==> src/rtl/m_w_stage_pkg.sv <==
// Shared definitions for the M/W stage: memory access type codes, writeback
// select codes, byte-enable patterns, the memory FSM state type and small
// decode helpers for the access size.
package m_w_stage_pkg;

  // MEM_TYPE codes (access size / sign). Any other code behaves as a word.
  localparam logic [2:0] MT_WORD  = 3'd0;  // LW / SW
  localparam logic [2:0] MT_HALF  = 3'd1;  // LH / SH
  localparam logic [2:0] MT_HALFU = 3'd2;  // LHU
  localparam logic [2:0] MT_BYTE  = 3'd3;  // LB / SB
  localparam logic [2:0] MT_BYTEU = 3'd4;  // LBU

  // MEM_TO_REG writeback select codes.
  localparam logic [1:0] MTR_ALU_OUT = 2'd0;
  localparam logic [1:0] MTR_MEM_OUT = 2'd1;
  localparam logic [1:0] MTR_PC_8    = 2'd2;

  // Byte-enable patterns (bit 0 = bits 7:0, little-endian).
  localparam logic [3:0] BE_WORD    = 4'b1111;
  localparam logic [3:0] BE_HALF_LO = 4'b0011;
  localparam logic [3:0] BE_HALF_HI = 4'b1100;
  localparam logic [3:0] BE_BYTE0   = 4'b0001;

  // Data-memory access FSM.
  typedef enum logic {
    MS_IDLE = 1'b0,
    MS_WAIT = 1'b1
  } ms_state_t;

  function automatic logic is_half(input logic [2:0] t);
    return (t == MT_HALF) || (t == MT_HALFU);
  endfunction

  function automatic logic is_byte(input logic [2:0] t);
    return (t == MT_BYTE) || (t == MT_BYTEU);
  endfunction

endpackage

==> src/rtl/m_w_stage_load_ext.sv <==
// load_ext: selects the addressed half/byte of a read word and sign- or
// zero-extends it according to the load type.
//   rdata    in  32  word returned by data memory
//   addr     in  2   byte offset within the word
//   mem_type in  3   MEM_TYPE code of the load
//   data     out 32  extended load value
module load_ext
  import m_w_stage_pkg::*;
(
  input  logic [31:0] rdata,
  input  logic [1:0]  addr,
  input  logic [2:0]  mem_type,
  output logic [31:0] data
);

  logic [15:0] half_sel;
  logic [7:0]  byte_sel;

  always_comb begin
    half_sel = addr[1] ? rdata[31:16] : rdata[15:0];
    case (addr)
      2'd0:    byte_sel = rdata[7:0];
      2'd1:    byte_sel = rdata[15:8];
      2'd2:    byte_sel = rdata[23:16];
      default: byte_sel = rdata[31:24];
    endcase

    case (mem_type)
      MT_HALF:  data = {{16{half_sel[15]}}, half_sel};
      MT_HALFU: data = {16'h0000, half_sel};
      MT_BYTE:  data = {{24{byte_sel[7]}}, byte_sel};
      MT_BYTEU: data = {24'h000000, byte_sel};
      default:  data = rdata;
    endcase
  end

endmodule

==> src/rtl/m_w_stage.sv <==
// m_w_stage: memory-access stage and M/W pipeline register.
// Drives a variable-latency data memory (req/ready), builds store byte
// enables and lane-replicated write data, extends load data, stalls the
// upstream pipeline while an access is outstanding and registers the
// instruction into W.
//   clk, reset            clock (rising edge), async active-high reset
//   VALID_M .. WRITE_REG_M  M-stage instruction fields
//   DMEM_*                data-memory port
//   STALL_M               freeze PC/F/D/E/M registers
//   ADDR_EXC_M, BUS_ERR_M one-cycle misalign / timeout pulses
//   *_W                   registered writeback fields
module m_w_stage
  import m_w_stage_pkg::*;
#(
  parameter int unsigned MAX_WAIT = 255
) (
  input  logic        clk,
  input  logic        reset,
  input  logic        VALID_M,
  input  logic [31:0] PCadd4M,
  input  logic [31:0] ALU_OUT_M,
  input  logic [31:0] WRITE_DATA_M,
  input  logic        MEM_READ_M,
  input  logic        MEM_WRITE_M,
  input  logic [2:0]  MEM_TYPE_M,
  input  logic [1:0]  MEM_TO_REG_M,
  input  logic        REG_WRITE_M,
  input  logic [4:0]  WRITE_REG_M,
  output logic        DMEM_REQ,
  output logic        DMEM_WE,
  output logic [31:0] DMEM_ADDR,
  output logic [31:0] DMEM_WDATA,
  output logic [3:0]  DMEM_BE,
  input  logic [31:0] DMEM_RDATA,
  input  logic        DMEM_READY,
  output logic        STALL_M,
  output logic        ADDR_EXC_M,
  output logic        BUS_ERR_M,
  output logic [31:0] PCadd4W,
  output logic [31:0] ALU_OUT_W,
  output logic [31:0] MEM_OUT_W,
  output logic [1:0]  MEM_TO_REG_W,
  output logic        REG_WRITE_W,
  output logic [4:0]  WRITE_REG_W
);

  localparam int unsigned CW = (MAX_WAIT < 2) ? 1 : $clog2(MAX_WAIT + 1);

  ms_state_t   state, state_next;
  logic [CW-1:0] cnt, cnt_next;

  logic        access, is_load, is_store, size_half, size_byte, misaligned;
  logic        timeout, req_raw, stall_raw, done, pass;
  logic [1:0]  addr_lo;
  logic [31:0] ext_data;

  load_ext u_load_ext (
    .rdata    (DMEM_RDATA),
    .addr     (ALU_OUT_M[1:0]),
    .mem_type (MEM_TYPE_M),
    .data     (ext_data)
  );

  always_comb begin
    addr_lo    = ALU_OUT_M[1:0];
    size_half  = is_half(MEM_TYPE_M);
    size_byte  = is_byte(MEM_TYPE_M);
    access     = VALID_M & (MEM_READ_M | MEM_WRITE_M);
    is_load    = MEM_READ_M;
    is_store   = MEM_WRITE_M & ~MEM_READ_M;
    misaligned = size_byte ? 1'b0 : (size_half ? addr_lo[0] : (addr_lo != 2'b00));

    // The timeout slot is the cycle after MAX_WAIT stalled WAIT cycles: the
    // request is withdrawn, but a ready seen in that cycle still completes.
    timeout = (state == MS_WAIT) && (cnt == CW'(MAX_WAIT));

    if (state == MS_IDLE) req_raw = access & ~misaligned;
    else                  req_raw = ~timeout;

    done      = ((state == MS_WAIT) | req_raw) & DMEM_READY;
    stall_raw = req_raw & ~DMEM_READY;
    // W takes the real instruction only when nothing is pending for it.
    pass      = ((state == MS_IDLE) & ~access) | done;

    state_next = state;
    case (state)
      MS_IDLE: if (req_raw && !DMEM_READY) state_next = MS_WAIT;
      MS_WAIT: if (DMEM_READY || timeout)  state_next = MS_IDLE;
      default: state_next = MS_IDLE;
    endcase
    cnt_next = ((state == MS_WAIT) && (state_next == MS_WAIT)) ? cnt + CW'(1) : '0;
  end

  // Store lanes; loads always request the full word.
  always_comb begin
    DMEM_ADDR = {ALU_OUT_M[31:2], 2'b00};
    if (size_byte) begin
      DMEM_WDATA = {4{WRITE_DATA_M[7:0]}};
      DMEM_BE    = is_store ? (BE_BYTE0 << addr_lo) : BE_WORD;
    end else if (size_half) begin
      DMEM_WDATA = {2{WRITE_DATA_M[15:0]}};
      DMEM_BE    = is_store ? (addr_lo[1] ? BE_HALF_HI : BE_HALF_LO) : BE_WORD;
    end else begin
      DMEM_WDATA = WRITE_DATA_M;
      DMEM_BE    = BE_WORD;
    end
  end

  assign DMEM_REQ   = req_raw & ~reset;
  assign DMEM_WE    = DMEM_REQ & is_store;
  assign STALL_M    = stall_raw & ~reset;
  assign ADDR_EXC_M = (state == MS_IDLE) & access & misaligned & ~reset;
  assign BUS_ERR_M  = timeout & ~DMEM_READY & ~reset;

  always_ff @(posedge clk or posedge reset) begin
    if (reset) begin
      state <= MS_IDLE;
      cnt   <= '0;
    end else begin
      state <= state_next;
      cnt   <= cnt_next;
    end
  end

  always_ff @(posedge clk or posedge reset) begin
    if (reset) begin
      PCadd4W      <= '0;
      ALU_OUT_W    <= '0;
      MEM_OUT_W    <= '0;
      MEM_TO_REG_W <= MTR_ALU_OUT;
      REG_WRITE_W  <= 1'b0;
      WRITE_REG_W  <= '0;
    end else if (pass) begin
      PCadd4W      <= PCadd4M;
      ALU_OUT_W    <= ALU_OUT_M;
      MEM_OUT_W    <= (access & is_load) ? ext_data : '0;
      MEM_TO_REG_W <= MEM_TO_REG_M;
      REG_WRITE_W  <= REG_WRITE_M & VALID_M;
      WRITE_REG_W  <= WRITE_REG_M;
    end else begin
      PCadd4W      <= '0;
      ALU_OUT_W    <= '0;
      MEM_OUT_W    <= '0;
      MEM_TO_REG_W <= MTR_ALU_OUT;
      REG_WRITE_W  <= 1'b0;
      WRITE_REG_W  <= '0;
    end
  end

endmodule

==> config.mk <==
export PLATFORM = sky130hd
export DESIGN_NAME = m_w_stage
export DESIGN_NICKNAME = d
export VERILOG_FILES = /design/src/rtl/m_w_stage_pkg.sv /design/src/rtl/m_w_stage_load_ext.sv /design/src/rtl/m_w_stage.sv
export SDC_FILE = /design/constraint.sdc
export NUM_CORES = 1
export LEC_CHECK = 0
export ABC_AREA = 1
export CORE_UTILIZATION = 36
export CTS_BUF_LIST = sky130_fd_sc_hd__clkbuf_16
export DETAILED_ROUTE_END_ITERATION = 8
export GPL_TIMING_DRIVEN = 1
export PLACE_DENSITY = 0.75
export SETUP_SLACK_MARGIN = 0.2
export SLEW_MARGIN = 5
export SYNTH_ARGS = -nofsm -noshare
export SYNTH_HDL_FRONTEND = slang
export SYNTH_SLANG_ARGS = --single-unit
==> constraint.sdc <==
create_clock -name clk -period 4.6 [get_ports clk]
set_clock_uncertainty 0.15 [all_clocks]
set_input_delay 1.15 -clock clk [delete_from_list [all_inputs] [get_ports clk]]
set_output_delay 1.15 -clock clk [all_outputs]
set_load 0.05 [all_outputs]
After elaboration in Yosys (flattened, before gate mapping)
Cells that the tools add are included.
Word-level totals
  bits in latches: 0
  logic and storage cells: 76
  output and inout bits: 177
  bits in read-only memories: 0
  bits in writable memories: 0
  memories kept: 0
  bits of input ports: 145
  flip-flop bits (word level): 113
Cells by class
  shifts and indexed selects: 1
  $mul: 0
  bitwise gates (word level): 26
  divide/modulo/power cells: 0
  $add $sub $neg: 1
  reductions and logical operators: 9
  equal/unequal tests: 7
  mux-type cells: 24
  order comparisons: 0
Operators with widths (number)
  32-bit two-way mux: 6
  32-bit one-hot mux with 4 select lines: 1
  8-bit one-hot mux with 3 select lines: 1
  4-bit two-way mux: 5
  1-bit AND: 16
  16-bit two-way mux: 1
  8-bit by 1-bit adder with 8-bit output, second input constant: 1
  8-bit == test, second input constant: 1
  8-bit two-way mux: 1
  1-bit inverter: 7
  3-bit by 2-bit == test with 1-bit output, second input constant: 2
  1-bit two-way mux: 6
  5-bit two-way mux: 1
  1-bit by 2-bit left shift with 4-bit output, first input constant: 1
  3-bit by 1-bit == test with 1-bit output, second input constant: 1
  3-bit == test, second input constant: 1
  1-bit logical AND: 3
  1-bit logical OR: 3
  1-bit bitwise OR: 3
  2-bit by 1-bit == test with 1-bit output, second input constant: 1
  2-bit == test, second input constant: 1
  2-bit zero test: 1
  2-bit two-way mux: 1
  1-bit one-hot mux with 2 select lines: 1
  other kinds (2): 2

Depth between registers and ports, before layout
  depth in word-level cells: 12
  gate-level depth with buffers: 11
  mapped depth without buffers: 9

Modules after synthesis
Synthesis repeated with hierarchy kept, for this count alone.
Unflattened totals
  cell total of the unflattened synthesis: 772
  area total of the unflattened synthesis: 6314.8 um2
By module, submodules not included
  m_w_stage: sequential area each 2827.7 um2, instances 1, area each 5170.0 um2, cells each 551
  load_ext: sequential area each 0.0 um2, instances 1, area each 1144.8 um2, cells each 221

Worst setup path before layout
Ideal clock, no wire load.
  path type: input-to-output
  from: in MEM_TYPE_M[2]
  to: out DMEM_WDATA[24]
  slack: 290 ps
  path buffers: 1
  cell stages on the path: 9
  data arrival time: 3010 ps
  data required time: 3300 ps
  cells stage by stage: inv_1 -> nand3_1 -> nand2_1 -> inv_1 -> clkbuf_1 -> nand2_1 -> nand2_1 -> nor2_1 -> a21oi_1
Between the ends
  word-level cells in the longest chain between the ends: 4
  elaborated cells on any way between the ends: 8
  classes of those cells: eq/ne: 4; mux: 2; reduce/logical: 2
RTL lines
  from (decl): line m_w_stage.sv:25  | input logic [2:0] MEM_TYPE_M,
  3-bit by 1-bit == test with 1-bit output / 3-bit by 2-bit == test with 1-bit output (equally long branches): line m_w_stage_pkg.sv:31  | return (t == MT_HALF) || (t == MT_HALFU);
  1-bit logical OR: line m_w_stage_pkg.sv:31
  32-bit two-way mux: line m_w_stage.sv:100  | end else if (size_half) begin
  32-bit two-way mux (*): line m_w_stage.sv:97  | if (size_byte) begin
  to (decl): line m_w_stage.sv:32  | output logic [31:0] DMEM_WDATA,
Mark *: on every way between the ends. The rest lies on a longest branch, timed or not.

Worst setup path after layout
  from: in MEM_TYPE_M[1]
  to: out STALL_M
Between the ends
  word-level cells in the longest chain between the ends: 9
  elaborated cells on any way between the ends: 13
  classes of those cells: eq/ne: 4; mux: 3; bitwise: 4; reduce/logical: 2
RTL lines
  3-bit by 1-bit == test with 1-bit output / 3-bit by 2-bit == test with 1-bit output (equally long branches): line m_w_stage_pkg.sv:31
  1-bit logical OR: line m_w_stage_pkg.sv:31
  1-bit two-way mux: line m_w_stage.sv:71  | misaligned = size_byte ? 1'b0 : (size_half ? addr_lo[0] : (addr_lo != 2'b00));
  1-bit two-way mux (*): line m_w_stage.sv:71
  1-bit inverter (*): line m_w_stage.sv:77  | if (state == MS_IDLE) req_raw = access & ~misaligned;
  1-bit AND (*): line m_w_stage.sv:77
  1-bit two-way mux (*): line m_w_stage.sv:77
  1-bit AND (*): line m_w_stage.sv:81  | stall_raw = req_raw & ~DMEM_READY;
  1-bit AND (*): line m_w_stage.sv:111  | assign STALL_M = stall_raw & ~reset;
  to (decl): line m_w_stage.sv:36  | output logic STALL_M,
Marks and branches as above.

==> flow_summary.ini <==
[sta]
worst_pin_slew_ns = 0.8726
finalSetupViolations = 0
slew_viol_final = 0
hold_viol_final = 0
rsz0062_at_grt = no
slew_headroom = 0.4183
fin_crit_ns = 4.253
period_share = 0.9246
fmaxAchievable_mhz = 235.1
setup_tns_ns = 0

[worst_setup_path]
critPathRequiredTime_ns = 3.30
cp_slowest_cell = clkdlybuf4s50_1
crit_start = MEM_TYPE_M[1]
critPathArrivalTime_ns = 2.95
r2r_start = state$_DFF_PP0_
worstSetupStartpointType = primary input
path_class = in2out
crit_fanout = 7
endpoint_kind = output port
crit_chain = clkdlybuf4s50_1 > nand2_1 > nand2_1 > nor2_4 > nand2_2 > nand2_2 > nand3_1 > nor3_1 > buf_12
slowest_delay_ns = 0.50

[cts]
clk_pin_slew_ns = 0.06
tritoncts = done
cts_inserted_buffers = 17
clock_path_buffers = 2
cts-root-buf = clkbuf_16
cts_hold_buf = 0
ctsResizeCount = 0
post_cts_buffers = 0
clk_latency_ns = 0.41
htreeDepth = 4
cts_sinks = 113

[drt]
vias = 5614
drc = 0
vias_per_cell = 4.498
ant_nets = 0
dr.pass1.iters = 7
wire_per_inst_um = 15.32
drtIter0Drc = 320
wl_um = 19120

[global_routing]
grt_pass1_vias = 5539
grt_use_total = 0.2309
grt_max_degree = 67
grt_pass1_wl_um = 30610
grt_overflow = 0
antenna_found_initial = 1

[placed_design]
gp_congestion = 0.8658
place_inst = 1215
portBuffers = 319
hpwl_um = 14590

[logic_synthesis]
async_flop_share = 1.000
synth_area_per_cell_um2 = 8.336
synthCells = 728
synth_top_flop_cell = dfrtp_1
synth_top_area_cell = dfrtp_1
ys_seq_elements = 113
synth_area_um2 = 6068
synth-edff-count = 0
synthTopCellsByArea = dfrtp_1, nor2_4, nand2_1
yosysWarningCount = 0
synth_top_area_frac = 0.4660
yosysSeqAreaShare = 0.4660
synth_cell_type_count = 31

[finish]
nFillCells = 1405
drive_gt1_frac = 0.1675
area_growth_pct = 63.94
finalNonFillerCells = 1248
nNetsFinal = 1160

[floorplan]
rows = 47
start_util = 0.3672
fp.dieArea_um2 = 17380
chipHeight_um = 131.8
core_area_um2 = 16520
num_io_pins = 322
chipWidth_um = 131.8

[min_path]
hold_path.class = reg2reg
min_from = cnt[0]$_DFF_PP0_

[pwr]
peakVddDrop_mv = 0.2388
p_per_area_nw_per_um2 = 359.9
leakage_nw = 4.715

[run_status]
outcome = completed

[job]
cap_viol_max_count = 0
==> critical path, delay by kind of cell <==
family | cells | cell delay, ns
buf+inv | 2 | 0.69
simple gates | 7 | 1.11
==> path summary, 6_finish.rpt <==
check | slack, ns | depth (start not counted) | to
worst max-delay path | 0.35 | 9 | STALL_M
worst min-delay path | 0.32 | 1 | cnt[0]$_DFF_PP0_
worst max register to register | 2.48 | 9 | ALU_OUT_W[30]$_DFF_PP0_
worst min register to register | 0.32 | 1 | cnt[0]$_DFF_PP0_
max in group asynchronous | 2.26 | 3 | PCadd4W[31]$_DFF_PP0_
min in group asynchronous | 1.26 | 2 | WRITE_REG_W[4]$_DFF_PP0_
==> cell usage in the layout, fill, tap and decap left out, drive strengths merged, types with 3 or more instances in the layout <==
cell type	instances
buf	49
or2	13
inv	108
clkinvlp	3
nor3	5
nor3b	4
clkbuf	17
nand3	31
nand2	189
o21a	3
a21oi	13
o21ai	22
clkinv	5
dfrtp	113
clkdlybuf4s50	286
nor2	153
==> cell type report <==
type                            count  area [µm²]  area share
Antenna cell                        1       2.502   0.0002515
Clock buffer                       17       425.4     0.04276
Clock inverter                     15       156.4     0.01572
Inverter                          103       394.1     0.03962
Multi-Input combinational cell    444        2385      0.2397
Sequential cell                   113        2828      0.2842
Tap cell                          220       275.3     0.02767
Timing Repair Buffer              335        3482      0.3500
==> cells by family after synthesis <==
family                   count (synthesis)  synth area share
adder cells (fa/ha/maj)                  1          0.002062
flip-flops                             113            0.4660
AO/OA/AOI/OAI                           41           0.03629
XOR/XNOR                                 2          0.002887
buffers and inverters                  172            0.1472
AND/OR/NAND/NOR                        398            0.3450
other                                    1         0.0006180
==> sequential cells by signal (all words and copies together), names as in the netlist <==
name	flops
ALU_OUT_W	32
MEM_OUT_W	32
PCadd4W	32
cnt	8
WRITE_REG_W	5
MEM_TO_REG_W	2
REG_WRITE_W	1
state	1
==> per-layer routing <==
metal	vias up	track usage	wire [µm]
li1	2703	-	-
met1	2606	0.2547	7029
met2	280	0.4180	10240
met3	25	0.06690	1449
met5	-	0	0
met4	0	0.08656	398
==> Yosys cell counts (2+ instances only) <==
cell and instances:
nand2_1 183, nand2_2 5, a21oi_1 13, or2_2 11, buf_8 6, nand3_2 2
dfrtp_1 113, o21ai_0 22, nor2_4 62, inv_2 3, buf_2 9, inv_1 100
buf_4 41, buf_6 2, nand3_1 29, clkbuf_1 11, or2_1 2, nor3_1 5
nor3b_1 4, o31ai_1 2, nor2_1 90, xor2_1 2, o21a_1 3
==> where the power goes <==
part | total, mW | switching, mW | internal, mW
combinational | 1.21 | 0.767 | 0.442
clock | 1.29 | 0.490 | 0.801
sequential | 1.08 | 0.0181 | 1.06
==> metrics by stage <==
step	hold slack (ns)	setup slack, ns	utilization	area, µm²	power, mW
global route	0.3476	0.2401	0.6020	9948	3.729
global placement	0.3035	0.2950	0.5645	9329	2.295
detailed placement	0.3123	0.2577	0.5645	9329	2.306
CTS	0.3198	0.2446	0.5998	9911	3.617
finish	0.3195	0.3470	0.6020	9948	3.580
floorplan	0.2829	0.2895	-	6072	1.856
Note: power is estimated with default switching activity, not from simulation.
